$ cat config.mk
export PLATFORM = sky130hd
export DESIGN_NAME = cap_rec_loader_flat
export DESIGN_NICKNAME = d
export VERILOG_FILES = /design/src/rtl/cap_rec_loader_pkg.sv /design/src/rtl/cap_rec_loader_if.sv /design/src/rtl/cap_rec_loader_bounds_chk.sv /design/src/rtl/cap_rec_loader.sv /design/src/flat_wrapper.sv
export SDC_FILE = /design/constraint.sdc
export NUM_CORES = 1
export LEC_CHECK = 0
export CAP_MARGIN = 5
export CORE_MARGIN = 5
export CORE_UTILIZATION = 58
export DETAILED_ROUTE_END_ITERATION = 12
export PLACE_DENSITY = 0.84
export SYNTH_ARGS = -nofsm -noshare
export SYNTH_HDL_FRONTEND = slang
export SYNTH_SLANG_ARGS = --single-unit
$ cat constraint.sdc
create_clock -name iw_clk -period 10.8 [get_ports iw_clk]
set_input_delay 1.62 -clock iw_clk [delete_from_list [all_inputs] [get_ports iw_clk]]
set_output_delay 1.62 -clock iw_clk [all_outputs]
set_load 0.005 [all_outputs]
$ cat src/rtl/cap_rec_loader_pkg.sv
// Shared widths, record layout, permission bits and fault codes for the capability
// record load path (also used by the CST store side).
package cap_rec_loader_pkg;

  localparam int CAP_W         = 48;
  localparam int WORD_W        = 24;
  localparam int PERM_W        = 24;
  localparam int CAP_REC_WORDS = 10;
  localparam int REC_N         = CAP_REC_WORDS;
  localparam int CNT_W         = 4;

  // Word offsets inside the 10-word record
  localparam int CAP_W_BASE_LO = 0;
  localparam int CAP_W_BASE_HI = 1;
  localparam int CAP_W_LEN_LO  = 2;
  localparam int CAP_W_LEN_HI  = 3;
  localparam int CAP_W_CUR_LO  = 4;
  localparam int CAP_W_CUR_HI  = 5;
  localparam int CAP_W_PERMS   = 6;
  localparam int CAP_W_ATTR    = 7;
  localparam int CAP_W_TAG     = 8;
  localparam int CAP_W_RSV     = 9;

  localparam int CR_PERM_R_BIT  = 0;
  localparam int CR_PERM_LC_BIT = 2;

  typedef enum logic [1:0] {
    CAP_FLT_TAG    = 2'd0,
    CAP_FLT_PERM   = 2'd1,
    CAP_FLT_BOUNDS = 2'd2
  } cap_flt_e;

  typedef enum logic [2:0] {
    ST_IDLE, ST_CHECK, ST_FETCH, ST_COMMIT, ST_FAULT
  } ld_state_e;

  // Only the R&LC verdict of the source perms matters after the start is accepted
  typedef struct packed {
    logic [CAP_W-1:0] ea;
    logic [CAP_W-1:0] base;
    logic [CAP_W-1:0] len;
    logic             perm_ok;
    logic             tag;
    logic [1:0]       dst;
  } ld_req_t;

  typedef struct packed {
    logic [CAP_W-1:0]  base;
    logic [CAP_W-1:0]  len;
    logic [CAP_W-1:0]  cur;
    logic [PERM_W-1:0] perms;
    logic [WORD_W-1:0] attr;
    logic              tag;
  } cap_rec_t;

  function automatic cap_rec_t rec_unpack(input logic [CAP_W_ATTR:0][WORD_W-1:0] s,
                                          input logic t);
    cap_rec_t r;
    r.base  = {s[CAP_W_BASE_HI], s[CAP_W_BASE_LO]};
    r.len   = {s[CAP_W_LEN_HI],  s[CAP_W_LEN_LO]};
    r.cur   = {s[CAP_W_CUR_HI],  s[CAP_W_CUR_LO]};
    r.perms = s[CAP_W_PERMS];
    r.attr  = s[CAP_W_ATTR];
    r.tag   = t;
    return r;
  endfunction

endpackage

$ cat src/rtl/cap_rec_loader_if.sv
// D-mem read port used by the record loader: in-order reads, request/grant then rvalid.
interface cap_rec_loader_if;
  import cap_rec_loader_pkg::*;

  logic              ow_mem_req;
  logic [CAP_W-1:0]  ow_mem_addr;
  logic              iw_mem_gnt;
  logic              iw_mem_rvalid;
  logic [WORD_W-1:0] iw_mem_rdata;

  modport master (output ow_mem_req, ow_mem_addr,
                  input  iw_mem_gnt, iw_mem_rvalid, iw_mem_rdata);
  modport slave  (input  ow_mem_req, ow_mem_addr,
                  output iw_mem_gnt, iw_mem_rvalid, iw_mem_rdata);
endinterface

$ cat src/rtl/cap_rec_loader_bounds_chk.sv
// Record window check: [ea, ea+n) must sit inside [base, base+len); compared one bit
// wider than CAP_W so that neither end can wrap.
module cap_bounds_chk
  import cap_rec_loader_pkg::*;
(
  input  logic [CAP_W-1:0] ea,
  input  logic [CAP_W-1:0] base,
  input  logic [CAP_W-1:0] len,
  input  logic [CNT_W-1:0] n,
  output logic             in_bounds
);
  logic [CAP_W:0] ea_end;
  logic [CAP_W:0] lim;

  assign ea_end    = {1'b0, ea} + (CAP_W+1)'(n);
  assign lim       = {1'b0, base} + {1'b0, len};
  assign in_bounds = (ea >= base) && (ea_end <= lim);
endmodule

$ cat src/rtl/cap_rec_loader.sv
// Load-side sequencer for the 10-word capability record: checks the source window,
// streams the record out of D-mem and commits base/len/cur/perms/attr/tag in one cycle.
module cap_rec_loader
  import cap_rec_loader_pkg::*;
(
  input  logic               iw_clk,
  input  logic               iw_rst,
  input  logic               iw_start,
  input  logic [CAP_W-1:0]   iw_ea,
  input  logic [CAP_W-1:0]   iw_src_base,
  input  logic [CAP_W-1:0]   iw_src_len,
  input  logic [PERM_W-1:0]  iw_src_perms,
  input  logic               iw_src_tag,
  input  logic [1:0]         iw_dst,
  output logic               ow_busy,
  output logic               ow_done,
  output logic               ow_fault,
  output logic [1:0]         ow_fault_code,
  cap_rec_loader_if.master   mem,
  output logic               ow_cr_we,
  output logic [1:0]         ow_cr_idx,
  output logic [CAP_W-1:0]   ow_cr_base,
  output logic [CAP_W-1:0]   ow_cr_len,
  output logic [CAP_W-1:0]   ow_cr_cur,
  output logic [PERM_W-1:0]  ow_cr_perms,
  output logic [WORD_W-1:0]  ow_cr_attr,
  output logic               ow_cr_tag
);
  localparam logic [CNT_W-1:0] N_WORDS  = CNT_W'(REC_N);
  localparam logic [CNT_W-1:0] TAG_IDX  = CNT_W'(CAP_W_TAG);
  localparam logic [CNT_W-1:0] LAST_IDX = CNT_W'(CAP_W_RSV);

  ld_state_e state, state_nxt;
  ld_req_t   req_q;
  cap_rec_t  cr_q;
  cap_flt_e  flt_q, chk_flt;
  logic [CNT_W-1:0]                iss_cnt, rcv_cnt;
  logic [CAP_W_ATTR:0][WORD_W-1:0] slot_q;
  logic [1:0] idx_q;
  logic       tag_q, chk_ok, in_bounds, rcv_fire, rcv_last;

  cap_bounds_chk u_bounds (
    .ea        (req_q.ea),
    .base      (req_q.base),
    .len       (req_q.len),
    .n         (N_WORDS),
    .in_bounds (in_bounds)
  );

  assign rcv_fire = (state == ST_FETCH) && mem.iw_mem_rvalid && (rcv_cnt != N_WORDS);
  assign rcv_last = rcv_fire && (rcv_cnt == LAST_IDX);

  always_comb begin
    chk_ok  = 1'b0;
    chk_flt = CAP_FLT_BOUNDS;
    if (!req_q.tag)          chk_flt = CAP_FLT_TAG;
    else if (!req_q.perm_ok) chk_flt = CAP_FLT_PERM;
    else if (!in_bounds)     chk_flt = CAP_FLT_BOUNDS;
    else                     chk_ok  = 1'b1;
  end

  always_comb begin
    state_nxt = state;
    case (state)
      ST_IDLE:   if (iw_start) state_nxt = ST_CHECK;
      ST_CHECK:  state_nxt = chk_ok ? ST_FETCH : ST_FAULT;
      ST_FETCH:  if (rcv_last) state_nxt = ST_COMMIT;
      ST_COMMIT: state_nxt = ST_IDLE;
      ST_FAULT:  state_nxt = ST_IDLE;
      default:   state_nxt = ST_IDLE;
    endcase
  end

  always_comb begin
    ow_busy         = (state != ST_IDLE);
    ow_done         = (state == ST_COMMIT);
    ow_cr_we        = (state == ST_COMMIT);
    ow_fault        = (state == ST_FAULT);
    ow_fault_code   = flt_q;
    mem.ow_mem_req  = (state == ST_FETCH) && (iss_cnt != N_WORDS);
    mem.ow_mem_addr = mem.ow_mem_req ? req_q.ea + CAP_W'(iss_cnt) : '0;
  end

  assign ow_cr_idx   = idx_q;
  assign ow_cr_base  = cr_q.base;
  assign ow_cr_len   = cr_q.len;
  assign ow_cr_cur   = cr_q.cur;
  assign ow_cr_perms = cr_q.perms;
  assign ow_cr_attr  = cr_q.attr;
  assign ow_cr_tag   = cr_q.tag;

  always_ff @(posedge iw_clk) begin
    if (iw_rst) begin
      state   <= ST_IDLE;
      req_q   <= '0;
      iss_cnt <= '0;
      rcv_cnt <= '0;
      slot_q  <= '0;
      tag_q   <= 1'b0;
      cr_q    <= '0;
      idx_q   <= '0;
      flt_q   <= CAP_FLT_TAG;
    end else begin
      state <= state_nxt;
      if (state == ST_IDLE && iw_start) begin
        req_q.ea      <= iw_ea;
        req_q.base    <= iw_src_base;
        req_q.len     <= iw_src_len;
        req_q.perm_ok <= iw_src_perms[CR_PERM_R_BIT] & iw_src_perms[CR_PERM_LC_BIT];
        req_q.tag     <= iw_src_tag;
        req_q.dst     <= iw_dst;
        iss_cnt       <= '0;
        rcv_cnt       <= '0;
      end
      if (state == ST_CHECK) flt_q <= chk_flt;
      if (mem.ow_mem_req && mem.iw_mem_gnt) iss_cnt <= iss_cnt + 1'b1;
      if (rcv_fire) begin
        rcv_cnt <= rcv_cnt + 1'b1;
        if (rcv_cnt < TAG_IDX)  slot_q[rcv_cnt[2:0]] <= mem.iw_mem_rdata;
        if (rcv_cnt == TAG_IDX) tag_q <= mem.iw_mem_rdata[0];
      end
      // The reserved word is always last, so every useful word is already in a slot here
      if (rcv_last) begin
        cr_q  <= rec_unpack(slot_q, tag_q);
        idx_q <= req_q.dst;
      end
    end
  end
endmodule

$ cat src/flat_wrapper.sv
// flat-port wrapper written by rule: the top's interface ports become plain ports
module cap_rec_loader_flat import cap_rec_loader_pkg::*;
  (iw_clk, iw_rst, iw_start, iw_ea, iw_src_base, iw_src_len, iw_src_perms, iw_src_tag, iw_dst, ow_busy, ow_done, ow_fault, ow_fault_code, ow_cr_we, ow_cr_idx, ow_cr_base, ow_cr_len, ow_cr_cur, ow_cr_perms, ow_cr_attr, ow_cr_tag, mem_ow_mem_req, mem_ow_mem_addr, mem_iw_mem_gnt, mem_iw_mem_rvalid, mem_iw_mem_rdata);
  cap_rec_loader_if mem_i ();
  input  logic iw_clk;
  input  logic iw_rst;
  input  logic iw_start;
  input  logic [CAP_W-1:0] iw_ea;
  input  logic [CAP_W-1:0] iw_src_base;
  input  logic [CAP_W-1:0] iw_src_len;
  input  logic [PERM_W-1:0] iw_src_perms;
  input  logic iw_src_tag;
  input  logic [1:0] iw_dst;
  output logic ow_busy;
  output logic ow_done;
  output logic ow_fault;
  output logic [1:0] ow_fault_code;
  output logic ow_cr_we;
  output logic [1:0] ow_cr_idx;
  output logic [CAP_W-1:0] ow_cr_base;
  output logic [CAP_W-1:0] ow_cr_len;
  output logic [CAP_W-1:0] ow_cr_cur;
  output logic [PERM_W-1:0] ow_cr_perms;
  output logic [WORD_W-1:0] ow_cr_attr;
  output logic ow_cr_tag;
  output wire logic [$bits(mem_i.ow_mem_req)-1:0] mem_ow_mem_req;
  output wire logic [$bits(mem_i.ow_mem_addr)-1:0] mem_ow_mem_addr;
  input wire logic [$bits(mem_i.iw_mem_gnt)-1:0] mem_iw_mem_gnt;
  input wire logic [$bits(mem_i.iw_mem_rvalid)-1:0] mem_iw_mem_rvalid;
  input wire logic [$bits(mem_i.iw_mem_rdata)-1:0] mem_iw_mem_rdata;
  assign mem_ow_mem_req = mem_i.ow_mem_req;
  assign mem_ow_mem_addr = mem_i.ow_mem_addr;
  assign mem_i.iw_mem_gnt = mem_iw_mem_gnt;
  assign mem_i.iw_mem_rvalid = mem_iw_mem_rvalid;
  assign mem_i.iw_mem_rdata = mem_iw_mem_rdata;
  cap_rec_loader u_core (.iw_clk(iw_clk), .iw_rst(iw_rst), .iw_start(iw_start), .iw_ea(iw_ea), .iw_src_base(iw_src_base), .iw_src_len(iw_src_len), .iw_src_perms(iw_src_perms), .iw_src_tag(iw_src_tag), .iw_dst(iw_dst), .ow_busy(ow_busy), .ow_done(ow_done), .ow_fault(ow_fault), .ow_fault_code(ow_fault_code), .mem(mem_i), .ow_cr_we(ow_cr_we), .ow_cr_idx(ow_cr_idx), .ow_cr_base(ow_cr_base), .ow_cr_len(ow_cr_len), .ow_cr_cur(ow_cr_cur), .ow_cr_perms(ow_cr_perms), .ow_cr_attr(ow_cr_attr), .ow_cr_tag(ow_cr_tag));
endmodule
==> out/qor.csv, run 1 <==
stage,metric,value,unit
worst_setup_path,Startpoint Class,flop,
final_layout,final net count,4064,
synth,top post-synthesis cells by area,"dfxtp_1, nand2_1, a21oi_1, ha_1, clkbuf_1",
cts,CTS Sinks,549,
synth,mapped cell area,26100,µm²
power_and_ir_drop,P_sw,1160,µW
power_and_ir_drop,Gate power share,10.6,%
power_and_ir_drop,switching share of total power,25.7,%
synth,area share of the largest cell type after synthesis,42.1,%
final_layout,share of layout cells above drive strength 1,3.66,%
timing,Max-Slew Margin vs Limit,17.8,%
synth,part of the Yosys area used for sequential elements,42.1,%
timing,Max Slew Vio Count,0,
synth,top cell type by total area after synthesis,dfxtp_1,
timing,RSZ-0062 raised after global routing,no,
worst_setup_path,Worst EP required,9.18,ns
worst_setup_path,crit path DAT,4.63,ns
place,# port buffers,427,
power_and_ir_drop,proportion of power drawn by flip-flops and latches,47.0,%
detailed_routing,final wirelength,84.5,mm
power_and_ir_drop,Int Pwr,3350,µW
cts,CTS tree,built,
synth,Synth Register Bits,549,
timing,Worst Skew,0.0241,ns
final_layout,# diodes,0,
min_path,Hold Crit Class,reg2reg,
global_route,antenna violations before repair,1,
timing,setup violators final,0,
synth,async set-reset flop share out of synthesis,0,%
detailed_routing,DRC,0,
flow_run,max_cap viols,0,
timing,Setup TNS,0,ns
global_route,vias in the first global route,23490,
synth,Netlist cell types,69,
floorplan,core area,44300,µm²
worst_setup_path,crit path kind,reg2out,
final_layout,Fillers,3532,
synth,Post-synth EDFFs,0,
floorplan,std cell rows,77,
power_and_ir_drop,PD cells,141,nW/µm²
status,outcome,"finished, final reports clean",
final_layout,"commonest non-fill, non-tap cell in the layout",nand2_1,
worst_setup_path,Worst Setup End Kind,primary output,
synth,syn avg cell area,7.54,µm²
global_route,Overflow after GRT,0,
cts,setup bufs post-CTS,0,
final_layout,"Area growth, synth to finish",22.9,%
timing,max frequency,0.160,GHz
detailed_routing,vias,24915,
global_route,first-pass GRT wire length,131,mm
worst_setup_path,Worst Path Max Fanout,8,
cts,clock-pin slew on the worst setup and hold paths,0.07,ns
cts,CTS Buffer Depth,3,
synth,Yosys warnings,0,
floorplan,num ports,450,
power_and_ir_drop,VDD IR-drop max,0.136,mV
place,GP Congestion,0.985,
synth,ys flop type,dfxtp_1,
timing,final number of hold-violating endpoints,0,
floorplan,die footprint,49300,µm²
floorplan,Die Ht,222,µm
timing,Final Cycle Share,57.9,%
power_and_ir_drop,static leakage,0.0115,µW
detailed_routing,DR pass1 iterations,5,
cts,worst-skew pair later-pin latency,0.62,ns
place,"Cell Area, Placed",30300,µm²
detailed_routing,Iter 0 DRT Violations,2549,
place,dpl hpwl,58.9,mm
floorplan,chip width,222,µm
detailed_routing,via/cell ratio,5.74,
final_layout,fin area,32100,µm²
cts,total CTS buffers,54,
detailed_routing,DR WL/cell,19.5,µm
timing,Least-Margin Pin Slew,1.23,ns
final_layout,most frequent cells in the layout,"nand2_1, a21oi_1, dfxtp_1, clkdlybuf4s50_1, ha_1",
global_route,largest net degree at the start of global routing,236,
timing,Hold WS,0.431,ns
global_route,Total Routing Usage GR,32.6,%
cts,CTS root buf,clkbuf_16,
timing,min cycle time layout,6.25,ns
detailed_routing,antenna-violating nets left,0,
cts,Hold Buf Count CTS,0,
cts,CTS resizes,0,
cts,# H-tree levels,2,
power_and_ir_drop,clock share of power,42.4,%
floorplan,Initial Utilization,58.9,%
synth,Syn Nets,3819,
synth,Mapped Cells,3462,
[power groups by stage]
stage          combinational (µW)  sequential (µW)  clock, µW
2_1_floorplan                 325             2130          0
3_3_place_gp                  464             2160          0
3_5_place_dp                  469             2160          0
4_1_cts                       473             2120       1940
5_1_grt                       526             2120       2030
6_report                      477             2120       1910
[cell type report]
class                   instances  area [µm²]  share of cell area (%)
inverters                      73         274                   0.855
repair buffers                442        4400                    13.7
clock inverters                20         240                   0.749
well taps                     592         741                    2.31
flip-flops and latches        549       11000                    34.3
multi-input cells            2587       13800                    43.2
clock buffers                  77        1570                    4.89
[sequential cells by signal (all words and copies together) (netlist names)]
register	count
u_core.ow_cr_cur	48
u_core.state	3
u_core.ow_cr_base	48
u_core.slot_q	192
u_core.tag_q	1
u_core.ow_cr_idx	2
u_core.rcv_cnt	4
u_core.req_q	148
u_core.ow_cr_perms	24
u_core.ow_cr_len	48
u_core.ow_fault_code	2
u_core.ow_cr_tag	1
u_core.iss_cnt	4
u_core.ow_cr_attr	24
[critical path, cell delays in order (launching register included)]
cell	delay, ns
dfxtp_1	0.42
ha_1	0.23
fa_1	0.21
a21o_1	0.13
a21o_1	0.21
nand3_1	0.36
nor4_2	0.33
nor2b_1	0.67
nand3_1	0.37
or3_1	0.39
a21oi_1	0.17
clkdlybuf4s50_1	0.52
[metal layers]
metal / vias to the layer above / wire length [µm] / GRT usage [%] / share of wire, %
li1: 11973 / - / - / -
met1: 11674 / 33600 / 40.9 / 40
met2: 1038 / 39100 / 53.4 / 46
met3: 228 / 7870 / 8.33 / 9.3
met4: 2 / 3940 / 13.9 / 4.7
met5: - / 14 / 0 / 0.017
[path summary, 6_finish.rpt]
| check | startpoint | end | slack [ns] | cells past startpoint |
|---|---|---|---|---|
| worst min-delay path | u_core.tag_q$_SDFFE_PP0P_ | u_core.ow_cr_tag$_SDFFE_PP0P_ | 0.43 | 2 |
| worst min register to register | u_core.tag_q$_SDFFE_PP0P_ | u_core.ow_cr_tag$_SDFFE_PP0P_ | 0.43 | 2 |
| worst max-delay path | u_core.iss_cnt[0]$_SDFFE_PP0P_ | mem_ow_mem_addr[38] | 4.55 | 11 |
| worst max register to register | u_core.req_q[4]$_SDFFE_PP0P_ | u_core.state[2]$_SDFFE_PP0P_ | 5.72 | 17 |
[through the flow]
step	cells	worst slack [ns]	total power, µW	util, %
floorplan	3462	6.67	2450	-
global placement	4243	5.30	2620	68.3
detailed placement	4243	5.27	2630	68.3
CTS	4340	4.59	4530	72.4
global route	4340	4.38	4670	72.4
finish	4340	4.55	4510	72.4
[synthesized netlist by cell type (11+ instances only)]
cell type and number:
a21o_1 46, a21oi_1 617, a31oi_1 11, and3_1 18, buf_2 42, clkbuf_1 198, dfxtp_1 549, ha_1 155
inv_1 72, nand2_1 1148, nand2b_1 16, nand3_1 33, nand4_1 47, nor2_1 119, nor2b_1 15, nor3_1 28
o211ai_1 13, o21a_1 12, o21ai_0 45, or3_1 13, xnor2_1 68, xor2_1 61
[kinds of logic after synthesis]
logic type / share of synthesized area [%]
buf+inv: 5.02
simple gates: 23.5
mux: 0.0384
compound gates: 17.4
fa+ha+maj: 7.59
flops: 42.1
xor+xnor: 4.33
Power figures use the tool's default switching activity.
==> run 2, diff against run 1 <==
- CORE_UTILIZATION: 58 -> 54
- PLACE_DENSITY: 0.84 -> 0.79
- clock period: 10.8 -> 6.13 ns (I/O delays scaled with it)
==> out/qor.csv, run 2 (synthesized netlist as in run 1, its figures left out) <==
stage,metric,value,unit,change
place,dpl hpwl,60.1,mm,was 58.9 mm
timing,Max Slew Vio Count,0,,unchanged
floorplan,core area,47700,µm²,"was 44,300 µm²"
power_and_ir_drop,proportion of power drawn by flip-flops and latches,46.5,%,was 47.0%
cts,CTS Sinks,549,,unchanged
worst_setup_path,Worst Setup End Kind,primary output,,unchanged
timing,Least-Margin Pin Slew,1.14,ns,was 1.23 ns
status,outcome,"finished, final reports clean",,unchanged
timing,Setup TNS,0,ns,unchanged
cts,CTS resizes,0,,unchanged
cts,clock-pin slew on the worst setup and hold paths,0.06,ns,was 0.07 ns
power_and_ir_drop,Gate power share,10.5,%,was 10.6%
final_layout,Reg with most FFs,u_core.slot_q,,unchanged
worst_setup_path,"slowest stage cell, crit path",clkdlybuf4s50_1,,was nor2b_1
place,GP Congestion,0.970,,was 0.985
worst_setup_path,crit path DAT,4.27,ns,was 4.63 ns
detailed_routing,via/cell ratio,5.68,,was 5.74
worst_setup_path,Worst EP required,5.21,ns,was 9.18 ns
global_route,first-pass GRT wire length,131,mm,about the same
final_layout,area of the multi-input gates,13900,µm²,"was 13,800 µm²"
cts,total CTS buffers,55,,was 54
floorplan,Initial Utilization,54.6,%,was 58.9%
global_route,Total Routing Usage GR,30.8,%,was 32.6%
worst_setup_path,CP Depth,12,,was 11
global_route,antenna violations before repair,2,,was 1
final_layout,most frequent cells in the layout,"nand2_1, a21oi_1, dfxtp_1, clkdlybuf4s50_1, ha_1",,unchanged
floorplan,die footprint,52800,µm²,"was 49,300 µm²"
timing,final number of hold-violating endpoints,0,,unchanged
final_layout,Largest regs,"u_core.slot_q (192), u_core.req_q (148)",,unchanged
final_layout,final net count,4069,,"was 4,064"
cts,CTS root buf,clkbuf_16,,unchanged
final_layout,"Area growth, synth to finish",23.5,%,was 22.9%
final_layout,Fillers,4124,,"was 3,532"
cts,# H-tree levels,2,,unchanged
global_route,largest net degree at the start of global routing,165,,was 236
worst_setup_path,Worst Path Buf+Inv,2,,was 1
power_and_ir_drop,PD cells,249,nW/µm²,was 141 nW/µm²
worst_setup_path,max incr delay on CP,0.53,ns,was 0.67 ns
cts,worst-skew pair later-pin latency,0.64,ns,was 0.62 ns
power_and_ir_drop,static leakage,0.0115,µW,about the same
timing,Final Cycle Share,84.6,%,
detailed_routing,Iter 0 DRT Violations,2167,,"was 2,549"
cts,CTS tree,built,,unchanged
global_route,vias in the first global route,23194,,"was 23,490"
power_and_ir_drop,clock share of power,43.0,%,was 42.4%
power_and_ir_drop,Int Pwr,5960,µW,was 3350 µW
detailed_routing,final wirelength,85.7,mm,was 84.5 mm
worst_setup_path,Worst Path Max Fanout,8,,unchanged
min_path,hold path cells,2,,unchanged
cts,CTS Buffer Depth,3,,unchanged
final_layout,register area,11000,µm²,unchanged
detailed_routing,DR WL/cell,19.6,µm,was 19.5 µm
power_and_ir_drop,switching share of total power,25.8,%,was 25.7%
timing,setup violators final,0,,unchanged
worst_setup_path,CP top delay family,simple AND/OR/NAND/NOR gates,,unchanged
final_layout,max FFs per register,192,,unchanged
timing,RSZ-0062 raised after global routing,no,,unchanged
detailed_routing,antenna-violating nets left,0,,unchanged
worst_setup_path,R2R depth,20,,was 17
timing,max frequency,0.193,GHz,
detailed_routing,DRC,0,,unchanged
flow_run,max_cap viols,0,,unchanged
power_and_ir_drop,Design Power,8030,µW,was 4510 µW
floorplan,num ports,450,,unchanged
worst_setup_path,Startpoint Class,flop,,unchanged
floorplan,std cell rows,80,,was 77
place,# port buffers,427,,unchanged
cts,Hold Buf Count CTS,0,,unchanged
detailed_routing,vias,24810,,"was 24,915"
worst_setup_path,crit path kind,reg2out,,unchanged
power_and_ir_drop,P_sw,2070,µW,was 1160 µW
timing,Hold WS,0.448,ns,was 0.431 ns
power_and_ir_drop,VDD IR-drop max,0.230,mV,was 0.136 mV
min_path,Hold Crit Class,reg2reg,,unchanged
cts,setup bufs post-CTS,0,,unchanged
final_layout,share of layout cells above drive strength 1,3.79,%,was 3.66%
timing,Worst Skew,0.0314,ns,was 0.0241 ns
final_layout,"commonest non-fill, non-tap cell in the layout",nand2_1,,unchanged
timing,min cycle time layout,5.19,ns,
timing,Max-Slew Margin vs Limit,21.8,%,was 17.8%
global_route,Overflow after GRT,0,,unchanged
floorplan,Die Ht,230,µm,was 222 µm
floorplan,chip width,230,µm,was 222 µm
detailed_routing,DR pass1 iterations,7,,was 5
worst_setup_path,CP Cell Sequence,"ha_1, fa_1, a21o_1, a21o_1, nand3_1, nor4_2, nor2b_1, buf_4, nand3_1, or3_1, a21oi_1, clkdlybuf4s50_1",,"was ha_1, fa_1, a21o_1, a21o_1, nand3_1, nor4_2, nor2b_1, nand3_1, or3_1, a21oi_1, clkdlybuf4s50_1"
[run 2: layer usage]
layer / part of all wire (%) / track usage, % / vias up
li1: - / - / 12001
met1: 40 / 38.3 / 11649
met5: 0 / 0 / -
met2: 47 / 51.5 / 951
met4: 4.2 / 11.9 / 0
met3: 8.8 / 7.98 / 209
[run 2: final timing paths]
| check | slack, ns | start | endpoint |
|---|---|---|---|
| setup / recovery | 0.94 | u_core.iss_cnt[0]$_SDFFE_PP0P_ | mem_ow_mem_addr[38] |
| hold / removal | 0.45 | u_core.slot_q[171]$_SDFFE_PP0P_ | u_core.ow_cr_attr[3]$_SDFFE_PP0P_ |
| setup reg to reg | 1.22 | u_core.req_q[4]$_SDFFE_PP0P_ | u_core.state[2]$_SDFFE_PP0P_ |
| hold reg to reg | 0.45 | u_core.slot_q[171]$_SDFFE_PP0P_ | u_core.ow_cr_attr[3]$_SDFFE_PP0P_ |
[run 2: stage by stage]
stage	worst slack, ns	instance area (µm²)	utilization [%]	instances
final	0.942	32200	67.5	4366
after global routing	0.692	32200	67.5	4364
after CTS	0.966	32200	67.5	4364
after detailed placement	1.28	30400	63.6	4270
after global placement	1.29	30400	63.6	4270
after floorplan	2.00	26100	-	3462
[run 2: worst min-delay path: cells and delay by family, from the launching register on]
| kind | cells | cell delay, ns |
|---|---|---|
| AO/OA/AOI/OAI | 1 | 0.05 |
| flip-flops | 1 | 0.31 |
| AND/OR/NAND/NOR | 1 | 0.05 |
[run 2: power by group through the flow]
stage                     Sequential, µW  Clock [µW]  Combinational [µW]
after floorplan                     3750           0                 573
after global placement              3810           0                 831
after detailed placement            3810           0                 837
after CTS                           3730        3490                 844
after global routing                3740        3620                 941
final                               3730        3450                 847
[run 2: final cells by class]
cell class	instances	area share, %
multi-input combinational	2587	43.0
sequential	549	34.1
timing repair buffer	446	13.9
clock buffer	73	4.85
tap	615	2.39
clock inverter	21	0.889
inverter	73	0.850
antenna	2	0.0155
==> run 3, diff against run 2 <==
- CORE_UTILIZATION: 54 -> 48
- PLACE_DENSITY: 0.79 -> 0.74
- clock period: 6.13 -> 4.2 ns (I/O delays scaled with it)
==> out/qor.csv, run 3 (synthesized netlist as in run 1, its figures left out) <==
stage,metric,value,unit,change
detailed_routing,Iter 0 DRT Violations,2043,,"was 2,167"
place,Cells after DPL,4531,,"was 4,270"
global_route,Overflow after GRT,0,,unchanged
power_and_ir_drop,PD cells,355,nW/µm²,was 249 nW/µm²
min_path,Hold Startpoint,u_core.slot_q[127]$_SDFFE_PP0P_,,was u_core.slot_q[171]$_SDFFE_PP0P_
timing,final number of hold-violating endpoints,0,,unchanged
power_and_ir_drop,VDD IR-drop max,0.367,mV,was 0.230 mV
floorplan,num ports,450,,unchanged
place,GP Congestion,0.988,,was 0.970
detailed_routing,DR pass1 iterations,5,,was 7
floorplan,die footprint,59100,µm²,"was 52,800 µm²"
detailed_routing,via/cell ratio,5.53,,was 5.68
detailed_routing,DRC,0,,unchanged
floorplan,std cell rows,85,,was 80
timing,Worst Skew,0.0378,ns,was 0.0314 ns
detailed_routing,DR WL/cell,19.8,µm,was 19.6 µm
timing,Final Cycle Share,103,%,
global_route,largest net degree at the start of global routing,125,,was 165
timing,Max-Slew Margin vs Limit,28.0,%,was 21.8%
final_layout,max FFs per register,192,,unchanged
detailed_routing,final wirelength,92.0,mm,was 85.7 mm
cts,CTS Buffer Depth,3,,unchanged
detailed_routing,antenna-violating nets left,0,,unchanged
final_layout,"Area growth, synth to finish",31.4,%,was 23.5%
cts,Hold Buf Count CTS,0,,unchanged
place,# port buffers,427,,unchanged
global_route,first-pass GRT wire length,139,mm,was 131 mm
final_layout,Post-Layout Cell Count,4645,,"was 4,366"
global_route,Total Routing Usage GR,29.2,%,was 30.8%
worst_setup_path,Worst Path Max Fanout,3,,was 8
timing,Least-Margin Pin Slew,1.08,ns,was 1.14 ns
flow_run,max_cap viols,0,,unchanged
floorplan,chip width,243,µm,was 230 µm
place,dpl hpwl,66.4,mm,was 60.1 mm
final_layout,Reg with most FFs,u_core.slot_q,,unchanged
worst_setup_path,Reg-to-Reg Start,u_core.req_q[4]$_SDFFE_PP0P_,,unchanged
cts,CTS root buf,clkbuf_16,,unchanged
cts,CTS tree,built,,unchanged
status,outcome,finished with violations,,"was finished, final reports clean"
floorplan,Initial Utilization,48.5,%,was 54.6%
cts,clock-pin slew on the worst setup and hold paths,0.07,ns,was 0.06 ns
floorplan,Die Ht,243,µm,was 230 µm
timing,setup violators final,2,,was 0
timing,RSZ-0062 raised after global routing,yes,,was no
cts,CTS Sinks,549,,unchanged
final_layout,final net count,4262,,"was 4,069"
timing,Setup TNS,-0.239,ns,was 0 ns
global_route,antenna violations before repair,1,,was 2
worst_setup_path,crit path DAT,4.84,ns,was 4.27 ns
timing,setup ws final,-0.137,ns,was 0.942 ns
worst_setup_path,Worst Setup End Kind,flop,,was primary output
min_path,Hold Crit Class,reg2reg,,unchanged
worst_setup_path,Worst EP required,4.71,ns,was 5.21 ns
cts,worst-skew pair later-pin latency,0.62,ns,was 0.64 ns
cts,# H-tree levels,2,,unchanged
final_layout,most frequent cells in the layout,"nand2_1, a21oi_1, dfxtp_1, clkdlybuf4s50_1, buf_4",,"was nand2_1, a21oi_1, dfxtp_1, clkdlybuf4s50_1, ha_1"
final_layout,"commonest non-fill, non-tap cell in the layout",nand2_1,,unchanged
worst_setup_path,Crit. Startpoint,u_core.req_q[4]$_SDFFE_PP0P_,,was u_core.iss_cnt[0]$_SDFFE_PP0P_
timing,Max Slew Vio Count,0,,unchanged
power_and_ir_drop,static leakage,0.0127,µW,was 0.0115 µW
final_layout,# diodes,0,,was 2
global_route,vias in the first global route,24143,,"was 23,194"
cts,total CTS buffers,56,,was 55
status,failing checks,negative setup slack,,
floorplan,core area,53800,µm²,"was 47,700 µm²"
worst_setup_path,crit path kind,reg2reg,,was reg2out
final_layout,Largest regs,"u_core.slot_q (192), u_core.req_q (148)",,unchanged
timing,max frequency,0.231,GHz,
detailed_routing,vias,25707,,"was 24,810"
timing,min cycle time layout,4.34,ns,
power_and_ir_drop,Design Power,12200,µW,was 8030 µW
worst_setup_path,Startpoint Class,flop,,unchanged
final_layout,share of layout cells above drive strength 1,9.60,%,was 3.79%
run 3: changes by cell type in the layout (fill, tap and decap cells not counted), moves of 4 or more:
cell and change:
a2111oi_0 -4, nor3_2 +5, buf_12 +9, dlymetal6s2s_1 +4, nor2_1 -4, o21ai_0 -7
a21oi_1 -5, clkbuf_8 +4, clkdlybuf4s50_1 -4, ha_1 -4, clkinvlp_4 -5, buf_4 +181
run 3: worst max-delay path: stages (launching register included):
cell and delay (ns):
dfxtp_2 0.33, ha_4 0.16, fa_2 0.40, a211oi_2 0.19, o21ai_1 0.12, o211ai_1 0.23, a31oi_4 0.17, a311oi_4 0.32
buf_6 0.17, o21ai_4 0.08, a31oi_4 0.23, xnor2_1 0.10, ha_1 0.31, a21oi_1 0.14, nor2b_1 0.07, o21ai_0 0.39
a2111oi_4 0.16, a2111oi_4 0.37, o22ai_4 0.12, nor2b_1 0.14
run 3: final timing paths:
kind	slack [ns]	cells past startpoint	end
worst min register to register	0.44	2	u_core.ow_cr_cur[31]$_SDFFE_PP0P_
worst min-delay path	0.44	2	u_core.ow_cr_cur[31]$_SDFFE_PP0P_
worst max-delay path	-0.14	19	u_core.state[2]$_SDFFE_PP0P_
worst max register to register	-0.14	19	u_core.state[2]$_SDFFE_PP0P_
run 3: area by class of cell:
cell class / count / area [µm²]
fillers: 4695 / 19500
multi-input cells: 2587 / 14100
flip-flops and latches: 549 / 11000
repair buffers: 638 / 6040
clock buffers: 81 / 1660
well taps: 696 / 871
clock inverters: 21 / 303
inverters: 73 / 274
run 3: per-stage QoR:
stage	worst slack (ns)	utilization, %	area [µm²]	hold WS (ns)
5_1_grt	-0.314	63.7	34300	0.466
3_3_place_gp	-0.280	59.3	31900	0.438
2_1_floorplan	0.0731	-	26100	0.431
4_1_cts	-0.0491	63.3	34000	0.442
6_report	-0.137	63.7	34300	0.437
3_5_place_dp	-0.249	59.3	31900	0.443
run 3: routing by layer:
metal / track usage [%] / share of wire, % / vias up
met1: 37.4 / 41 / 12204
li1: - / - / 12396
met5: 0 / 0.015 / -
met3: 5.83 / 7.6 / 185
met4: 8.71 / 3.3 / 2
met2: 50.1 / 48 / 920
run 3: repair_timing:
| action | CTS | global route |
|---|---|---|
| hold endpoints to repair | 0 | 0 |
| pin swaps | 22 | 50 |
| cloned | 0 | 0 |
| endpoints found under the setup margin | 25 | 13 |
| buffers inserted | 5 | 8 |
| resized for setup | 32 | 43 |
run 3: report_power, final:
group          switching (µW)  internal (µW)
sequential               97.7           5300
combinational             861            667
clock                    2190           3060
total                    3140           9020
